$ cat config.mk
export PLATFORM = sky130hd
export DESIGN_NAME = axi_byte_port
export DESIGN_NICKNAME = d
export VERILOG_FILES = /design/src/rtl/axi_byte_port.sv
export SDC_FILE = /design/constraint.sdc
export NUM_CORES = 1
export LEC_CHECK = 0
export ABC_AREA = 1
export CORE_ASPECT_RATIO = 1.2
export CORE_UTILIZATION = 41
export DETAILED_ROUTE_END_ITERATION = 7
export PLACE_DENSITY = 0.87
export SLEW_MARGIN = 20
export SYNTH_ARGS = -nofsm -noshare
export SYNTH_HDL_FRONTEND = slang
export SYNTH_SLANG_ARGS = --single-unit
$ cat constraint.sdc
create_clock -name aclk -period 1.9 [get_ports aclk]
set_input_delay 0.38 -clock aclk [delete_from_list [all_inputs] [get_ports aclk]]
set_output_delay 0.38 -clock aclk [all_outputs]
set_load 0.05 [all_outputs]
$ cat src/rtl/axi_byte_port.sv
`default_nettype none
// ============================================================================
// Module   : axi_byte_port
// Brief    : Single-byte read/write engine over a 64-bit AXI4-Lite-style
//            master port with lane selection and independent AW/W handshakes.
// Revision : 1.0 - initial release
// ============================================================================
module axi_byte_port #(
  parameter int ADDR_WIDTH = 32
) (
  input  logic                  aclk,
  input  logic                  aresetn,

  input  logic                  start,
  input  logic                  write,
  input  logic [ADDR_WIDTH-1:0] addr,
  input  logic [7:0]            data_write,
  output logic                  busy,
  output logic                  done,
  output logic [7:0]            data_read,
  output logic                  error,

  input  logic                  m_axi_arready,
  output logic [ADDR_WIDTH-1:0] m_axi_araddr,
  output logic                  m_axi_arvalid,

  output logic                  m_axi_rready,
  input  logic [63:0]           m_axi_rdata,
  input  logic [1:0]            m_axi_rresp,
  input  logic                  m_axi_rvalid,

  input  logic                  m_axi_awready,
  output logic [ADDR_WIDTH-1:0] m_axi_awaddr,
  output logic                  m_axi_awvalid,

  input  logic                  m_axi_wready,
  output logic [63:0]           m_axi_wdata,
  output logic [7:0]            m_axi_wstrb,
  output logic                  m_axi_wvalid,

  output logic                  m_axi_bready,
  input  logic [1:0]            m_axi_bresp,
  input  logic                  m_axi_bvalid
);

  typedef enum logic [2:0] {
    S_IDLE    = 3'd0,
    S_RD_ADDR = 3'd1,
    S_RD_DATA = 3'd2,
    S_WR_REQ  = 3'd3,
    S_WR_RESP = 3'd4
  } state_t;

  state_t                state_q,    state_d;
  logic [2:0]            lane_q,     lane_d;
  logic                  busy_q,     busy_d;
  logic                  done_q,     done_d;
  logic [7:0]            rd_byte_q,  rd_byte_d;
  logic                  error_q,    error_d;
  logic                  arvalid_q,  arvalid_d;
  logic                  rready_q,   rready_d;
  logic                  awvalid_q,  awvalid_d;
  logic                  wvalid_q,   wvalid_d;
  logic                  bready_q,   bready_d;
  logic [ADDR_WIDTH-1:0] araddr_q,   araddr_d;
  logic [ADDR_WIDTH-1:0] awaddr_q,   awaddr_d;
  logic [63:0]           wdata_q,    wdata_d;
  logic [7:0]            wstrb_q,    wstrb_d;

  logic [ADDR_WIDTH-1:0] w_aligned;
  logic                  w_aw_done;
  logic                  w_w_done;

  assign w_aligned = {addr[ADDR_WIDTH-1:3], 3'b000};
  // A channel counts as finished once its valid has dropped or it handshakes now.
  assign w_aw_done = ~awvalid_q | m_axi_awready;
  assign w_w_done  = ~wvalid_q  | m_axi_wready;

  always_comb begin
    state_d   = state_q;
    lane_d    = lane_q;
    busy_d    = busy_q;
    done_d    = 1'b0;
    rd_byte_d = rd_byte_q;
    error_d   = error_q;
    arvalid_d = arvalid_q;
    rready_d  = rready_q;
    awvalid_d = awvalid_q;
    wvalid_d  = wvalid_q;
    bready_d  = bready_q;
    araddr_d  = araddr_q;
    awaddr_d  = awaddr_q;
    wdata_d   = wdata_q;
    wstrb_d   = wstrb_q;

    case (state_q)
      S_IDLE: begin
        if (start) begin
          lane_d = addr[2:0];
          busy_d = 1'b1;
          if (write) begin
            awaddr_d  = w_aligned;
            wdata_d   = {8{data_write}};
            wstrb_d   = 8'b0000_0001 << addr[2:0];
            awvalid_d = 1'b1;
            wvalid_d  = 1'b1;
            state_d   = S_WR_REQ;
          end else begin
            araddr_d  = w_aligned;
            arvalid_d = 1'b1;
            state_d   = S_RD_ADDR;
          end
        end
      end

      S_RD_ADDR: begin
        if (m_axi_arready) begin
          arvalid_d = 1'b0;
          rready_d  = 1'b1;
          state_d   = S_RD_DATA;
        end
      end

      S_RD_DATA: begin
        if (m_axi_rvalid) begin
          rd_byte_d = m_axi_rdata[{lane_q, 3'b000} +: 8];
          error_d   = |m_axi_rresp;
          rready_d  = 1'b0;
          done_d    = 1'b1;
          busy_d    = 1'b0;
          state_d   = S_IDLE;
        end
      end

      S_WR_REQ: begin
        if (awvalid_q && m_axi_awready) begin
          awvalid_d = 1'b0;
        end
        if (wvalid_q && m_axi_wready) begin
          wvalid_d = 1'b0;
        end
        if (w_aw_done && w_w_done) begin
          bready_d = 1'b1;
          state_d  = S_WR_RESP;
        end
      end

      S_WR_RESP: begin
        if (m_axi_bvalid) begin
          error_d  = |m_axi_bresp;
          bready_d = 1'b0;
          done_d   = 1'b1;
          busy_d   = 1'b0;
          state_d  = S_IDLE;
        end
      end

      default: begin
        state_d = S_IDLE;
      end
    endcase
  end

  always_ff @(posedge aclk) begin
    if (!aresetn) begin
      state_q   <= S_IDLE;
      lane_q    <= 3'd0;
      busy_q    <= 1'b0;
      done_q    <= 1'b0;
      rd_byte_q <= 8'd0;
      error_q   <= 1'b0;
      arvalid_q <= 1'b0;
      rready_q  <= 1'b0;
      awvalid_q <= 1'b0;
      wvalid_q  <= 1'b0;
      bready_q  <= 1'b0;
      araddr_q  <= '0;
      awaddr_q  <= '0;
      wdata_q   <= 64'd0;
      wstrb_q   <= 8'd0;
    end else begin
      state_q   <= state_d;
      lane_q    <= lane_d;
      busy_q    <= busy_d;
      done_q    <= done_d;
      rd_byte_q <= rd_byte_d;
      error_q   <= error_d;
      arvalid_q <= arvalid_d;
      rready_q  <= rready_d;
      awvalid_q <= awvalid_d;
      wvalid_q  <= wvalid_d;
      bready_q  <= bready_d;
      araddr_q  <= araddr_d;
      awaddr_q  <= awaddr_d;
      wdata_q   <= wdata_d;
      wstrb_q   <= wstrb_d;
    end
  end

  assign busy          = busy_q;
  assign done          = done_q;
  assign data_read     = rd_byte_q;
  assign error         = error_q;
  assign m_axi_araddr  = araddr_q;
  assign m_axi_arvalid = arvalid_q;
  assign m_axi_rready  = rready_q;
  assign m_axi_awaddr  = awaddr_q;
  assign m_axi_awvalid = awvalid_q;
  assign m_axi_wdata   = wdata_q;
  assign m_axi_wstrb   = wstrb_q;
  assign m_axi_wvalid  = wvalid_q;
  assign m_axi_bready  = bready_q;

endmodule

`default_nettype wire

-- Word-level counts from Yosys, hierarchy flattened
Index checks and enable logic that the tools add are counted.
- flip-flop bits (word level): 152
- equal/unequal tests: 13
- bitwise gates (word level): 5
- multiplexer cells: 31
- shift-type cells: 2
- reductions and logical operators: 24
- operators by type and width (kind ; number):
    64-bit by 7-bit indexed part select with 8-bit output ; 1
    2-bit != test, second input constant ; 9
    1-bit 2-to-1 mux ; 16
    4-bit AND reduction ; 4
    3-bit 2-to-1 mux ; 5
    3-bit case mux with 5 select lines ; 1
    3-bit AND reduction ; 5
    1-bit case mux with 2 select lines ; 7
    2-bit nonzero test ; 5
    1-bit by 3-bit << shifter with 8-bit output, first input constant ; 1
    3-bit by 2-bit equality test with 1-bit output, second input constant ; 2
    5-bit AND reduction ; 1
    2-bit AND reduction ; 2
    2-bit OR reduction ; 2
    3-bit by 1-bit equality test with 1-bit output, second input constant ; 1
    3-bit equality test, second input constant ; 1
    1-bit logical AND ; 3
    3-bit zero test ; 1
    1-bit NOT ; 3
    1-bit case mux with 3 select lines ; 1
    3-bit nonzero test ; 1
    2-bit 2-to-1 mux ; 1
    1-bit OR ; 2

-- Longest topological paths before layout
Gate-level depths: netlist of run 1.
- word-level depth: 5
- mapped depth: 9
- depth with buffers taken out: 9

-- Worst setup path after synthesis of run 1
Ideal clock, no wire load.
- kind: register to output
- from: reg, netlist name m_axi_wdata[58]
- to: out m_axi_wdata[10]
- stages on the path, launching flop included: 2
- required time: 1.520 ns
- buffers on the path: 1
- arrival time: 1.027 ns
- slack: 0.493 ns
- cell sequence: dfxtp_1 buf_4
- RTL lines (item ; line ; text):
    to (decl) ; 37 ; output logic [63:0] m_axi_wdata,

-- Final worst setup path of run 1
- from: reg awaddr_q[20] (netlist: m_axi_awaddr[20])
- to: out m_axi_awaddr[20]
- RTL lines (item ; line ; text):
    from (decl) ; 66 ; logic [ADDR_WIDTH-1:0] awaddr_q, awaddr_d;
    from (signal assigned) ; 194 ; awaddr_q <= awaddr_d;
    to (decl) ; 33 ; output logic [ADDR_WIDTH-1:0] m_axi_awaddr,
No word-level cell between the ends.

==> run metrics, run 1 <==
status=complete, no violations; PD cells=1030 nW/um^2; Via Count=4758; area delta synth->final=52.7%; first-pass GRT wire length=22100 um; ant diodes=0; number of library cell types mapped by synthesis=28; slowest stage delay, CP=810 ps; die height=118 um; Initial Utilization=42.0%; f_max=537 MHz; synth top area cells=dfxtp_1 (42%), nor2_1 (14%), o21ai_0 (11%); pins over their slew limit=0; All-Layer GR Usage=23.6%; Worst Hold End=m_axi_wdata[59]; CP required=1520 ps; Async SR Flop Fraction=0%; post-route minimum period=1860 ps; EDFF count, synth=0; # placed instances=967; port bufs=262; Worst-Margin Slew=530 ps; Worst EP arrival=1480 ps; sequential fraction of the synthesis area=41.7%; WS Path Type=reg2out; initial antenna violation count=0; CTS root buffer=clkbuf_16; non-filler cells, final=983; RSZ-0062 raised after global routing=no; Hold Vio Cnt, Final=0; number of global-route vias before repair=4483; register area=1920 sq um; Total Die Area=11700 sq um; Final Worst Setup Slack=39.3 ps; WL final=13900 um; worst min path class=in2reg; Static Leak=3.56 nW; Main synth FF type=dfxtp_1; WHS=403 ps; Crit-path slowest cell=clkdlybuf4s50_1; pin count of the biggest net entering global routing=65; Fin Setup TNS=0 ps; synthesized area per cell=7.07 sq um; Ys Warns=0; Clock transition at path regs=70 ps; CTS Buf Count=9; Rows=42; Worst R2R Path Depth=7; Max rail drop VDD=0.658 mV; Hold Crit Depth=3; startpoint types=flop; Crit Reg-Reg Startpoint=state_q[0]; clk buf depth=2; Crit. End Element=output port; post-DR wirelength/cell=14.1 um; CTS Hold Bufs=0; reg2reg end=m_axi_araddr[20]; worst-skew pair later-pin latency=330 ps; Max-slew headroom=64.6%; Max Cap Viol=0; Crit path depth=1; Overall Power=7.25 mW; Final Util=64.1%; area of the multi-input gates=1960 sq um; die width=98.8 um; Post-DP HPWL=10200 um; initial DRC count=198; mapped cell area=4610 sq um; DRT antenna net count=0; most instantiated cells after synthesis=nor2_1 (177), o21ai_0 (100), dfxtp_1 (96); largest area contributor in the netlist=dfxtp_1; R2R Setup Slk=440 ps; share of Yosys cell area claimed by the top area cell type=41.7%; Buf+Inv Stages, Crit Path=1; DRC=0; final count of negative-setup-slack endpoints=0; Clock Sinks=96; crit-path max FO=2; count leader, synth=nor2_1; GPL Wtd Cong=0.843; GRT overflow=0; CP Launch Point=m_axi_awaddr[20]; Core ar.=11000 sq um; Setup Skew=4.07 ps; crit path cell chain=clkdlybuf4s50_1; fraction of layout cells with a size suffix above 1=16.1%; CTS tree=done; final worst-path cycle share=97.9%; Post-Synthesis Cells=652; HP Start=aresetn; final-layout fill cell count=961; design area=7040 sq um; DRT Pass-1 Iters=5; vias per inst=4.84; nets=963; pre-CTS WS=13.9 ps; I/O pins=269; kind of cell with the highest combined delay on the critical path=buffers and inverters; CTS H-tree lvls=3; Area after DPL=6690 sq um; #FFs+latches synth=96
-- layout make-up --
| class | count | area share [%] |
|---|---|---|
| inverter | 21 | 1.12 |
| timing repair buffer | 277 | 37.5 |
| clock buffer | 12 | 3.50 |
| tap | 132 | 2.35 |
| sequential | 96 | 27.3 |
| multi-input combinational | 441 | 27.8 |
| clock inverter | 4 | 0.409 |
-- cells by family after synthesis --
| family | synth area share (%) |
|---|---|
| compound gates | 14.3 |
| buf+inv | 16.2 |
| flops | 41.7 |
| other cells | 0.0814 |
| simple gates | 27.7 |
-- power by group --
| group | internal (mW) | leakage (nW) | switching, mW |
|---|---|---|---|
| Clock | 0.927 | 0.129 | 0.763 |
| Sequential | 2.25 | 0.786 | 0.173 |
| Combinational | 1.02 | 2.65 | 2.13 |
| Total | 4.19 | 3.56 | 3.06 |
-- layout by cell type, fill, tap and decap left out, types with 6 or more instances in the layout --
master             n
dfxtp_1           96
o21ai_0          100
nand3_1           28
clkdlybuf4s50_1  143
a21oi_1           28
dlymetal6s2s_1    30
inv_1             17
nor2_2            10
clkbuf_16          9
conb_1             6
buf_4             99
nor2_1           177
nor3_1             6
nand2_1           73
-- worst max path at each step --
stage,end
final,m_axi_awaddr[20]
after global routing,m_axi_awaddr[25]
after CTS,m_axi_awaddr[29]
after detailed placement,m_axi_awaddr[10]
after global placement,m_axi_wdata[57]
after floorplan,m_axi_wdata[10]
-- state kept, by name, summed over array words and instances (netlist names) --
signal / cells
m_axi_wvalid: 1
m_axi_bready: 1
state_q: 3
error: 1
m_axi_rready: 1
m_axi_awvalid: 1
data_read: 8
m_axi_arvalid: 1
done: 1
m_axi_araddr: 29
lane_q: 3
m_axi_awaddr: 29
m_axi_wdata: 8
m_axi_wstrb: 8
busy: 1
-- timing repair --
| action | 4_1_cts | 5_1_grt |
|---|---|---|
| gates resized for setup | 0 | 30 |
| buffers inserted | 0 | 0 |
| setup endpoints to repair | 0 | 30 |
-- layer usage --
| layer | vias up | track usage [%] | wire, um |
|---|---|---|---|
| li1 | 2407 | - | - |
| met1 | 2116 | 27.7 | 5720 |
| met2 | 213 | 39.9 | 6530 |
| met3 | 22 | 8.10 | 1350 |
| met4 | 0 | 7.65 | 285 |
| met5 | - | 0 | 0 |
(Power assumes the default switching activity.)
==> run 2, diff against run 1 <==
--- a/config.mk
+++ b/config.mk
@@ -7,9 +7,11 @@
 export LEC_CHECK = 0
 export ABC_AREA = 1
 export CORE_ASPECT_RATIO = 1.2
-export CORE_UTILIZATION = 41
+export CORE_MARGIN = 1.5
+export CORE_UTILIZATION = 42
+export CTS_BUF_LIST = sky130_fd_sc_hd__clkbuf_8
 export DETAILED_ROUTE_END_ITERATION = 7
-export PLACE_DENSITY = 0.87
+export PLACE_DENSITY = 0.95
 export SLEW_MARGIN = 20
 export SYNTH_ARGS = -nofsm -noshare
 export SYNTH_HDL_FRONTEND = slang
==> run 2 against run 1 <==
Against the previous run: the run now ends with DRC left; sequential cell count did not move; hold slack got worse by 9.7 ps; first-iteration DRC count rose by 30%; die area fell by 0.49%; total power fell by 5.2%; largest cell class unchanged; largest power group unchanged.
==> run metrics, run 2 (synthesized netlist as in run 1, its figures left out) <==
Setup Skew=8.38 ps; All-Layer GR Usage=23.1%; most common cell after layout, fill and taps aside=nor2_1; first-pass GRT wire length=21800 um; PD cells=1010 nW/um^2; worst min path class=in2reg; Max rail drop VDD=0.650 mV; pins over their slew limit=0; nets=963; Final Worst Setup Slack=49.8 ps; post-DR wirelength/cell=14.2 um; final count of negative-setup-slack endpoints=0; Post-DP HPWL=10500 um; Fin Setup TNS=0 ps; WL final=13900 um; Worst-Margin Slew=585 ps; I/O pins=269; fraction of layout cells with a size suffix above 1=15.9%; post-route minimum period=1850 ps; RSZ-0062 raised after global routing=no; clk buf depth=2; f_max=540 MHz; area delta synth->final=48.0%; Buf+Inv Stages, Crit Path=1; vias per inst=4.81; startpoint types=flop; kind of cell with the highest combined delay on the critical path=buffers and inverters; WS Path Type=reg2out; crit path cell chain=clkdlybuf4s50_1; final-layout fill cell count=913; die width=98.6 um; initial antenna violation count=0; final worst-path cycle share=97.4%; CP required=1520 ps; Rows=41; DRT antenna net count=0; Hold Vio Cnt, Final=0; GPL Wtd Cong=0.831; Clock transition at path regs=90 ps; Crit-path slowest cell=clkdlybuf4s50_1; Worst EP arrival=1470 ps; ant diodes=0; die height=118 um; CTS root buffer=clkbuf_8; slowest stage delay, CP=790 ps; CTS Hold Bufs=0; DRC=21; failing checks=DRC; Via Count=4713; GRT overflow=0; Setup Buffers After CTS=0; Initial Utilization=43.4%; Max-slew headroom=61.0%; Static Leak=3.35 nW; initial DRC count=258; CTS Buf Count=9; Total Die Area=11600 sq um; pre-CTS WS=87.9 ps; DRT Pass-1 Iters=6; status=finished with violations; CTS H-tree lvls=3; crit-path max FO=1; most frequent cells in the layout=nor2_1 (177), clkdlybuf4s50_1 (116), o21ai_0 (100); worst-skew pair later-pin latency=350 ps; Crit. End Element=output port; number of global-route vias before repair=4416; Max Cap Viol=0; Clock Sinks=96; CTS tree=done; pin count of the biggest net entering global routing=63; Core ar.=10600 sq um; port bufs=262
## run 2: changes by cell type in the layout (fill, tap and decap cells not counted), moves of 8 or more
cell	delta
clkbuf_16	-9
clkbuf_8	+8
clkdlybuf4s50_1	-27
dlygate4sd2_1	+53
dlymetal6s2s_1	-24
## run 2: what timing repair did
action                                 in CTS  in global routing
resized for setup                          53                  6
endpoints found under the hold margin       0                  0
setup endpoints to repair                  53                  6
## run 2: routing by layer
metal  vias up  track usage (%)  part of all wire (%)
li1       2404                -                     -
met1      2094             25.2                    38
met2       193             41.7                    50
met3        22             8.08                    10
met4         0             7.23                   1.9
met5         -                0                     0
## run 2: stage by stage
stage	total power, mW	area [sq um]	cells	util, %	hold WS [ps]
floorplan	4.71	4630	657	-	508
global placement	5.56	6660	964	62.7	444
detailed placement	5.59	6660	964	62.7	445
CTS	6.94	6810	979	64.1	367
global route	7.23	6820	979	64.2	397
finish	6.87	6820	979	64.2	393
## run 2: path summary, 6_finish.rpt
path                      from              end  slack [ps]  cells after the start
setup / recovery          done             done          50                      1
hold reg to reg   data_read[1]     data_read[1]         460                      2
hold / removal         aresetn  m_axi_wdata[62]         390                      3
setup reg to reg    state_q[2]  m_axi_araddr[8]         370                      6
## run 2: report_power, final
| group | total (mW) | switching (mW) | internal, mW | leakage (nW) |
|---|---|---|---|---|
| Sequential | 2.42 | 0.173 | 2.25 | 0.786 |
| Combinational | 3.04 | 2.11 | 0.922 | 2.45 |
| Clock | 1.42 | 0.686 | 0.732 | 0.110 |
| Total | 6.87 | 2.97 | 3.90 | 3.35 |
## run 2: layout make-up
type	instances	area, sq um	area share (%)
repair buffers	277	2490	36.5
clock inverters	6	86.3	1.27
clock buffers	9	124	1.82
multi-input cells	441	1960	28.7
well taps	129	161	2.37
flip-flops and latches	96	1920	28.2
inverters	21	78.8	1.16
## run 2: worst register-to-register path, cell delays in order (launching register included)
cell	delay [ps]
dfxtp_1	460
inv_1	150
nand2_4	150
nor3_4	60
inv_2	430
nor2_1	110
nor2_1	120
==> run 3, diff against run 2 <==
--- a/config.mk
+++ b/config.mk
@@ -10,6 +10,7 @@
 export CORE_MARGIN = 1.5
 export CORE_UTILIZATION = 42
 export CTS_BUF_LIST = sky130_fd_sc_hd__clkbuf_8
+export CTS_CLUSTER_SIZE = 16
 export DETAILED_ROUTE_END_ITERATION = 7
 export PLACE_DENSITY = 0.95
 export SLEW_MARGIN = 20
==> results of run 3 <==
The final DEF is identical to that of run 2; final timing and power are the same.
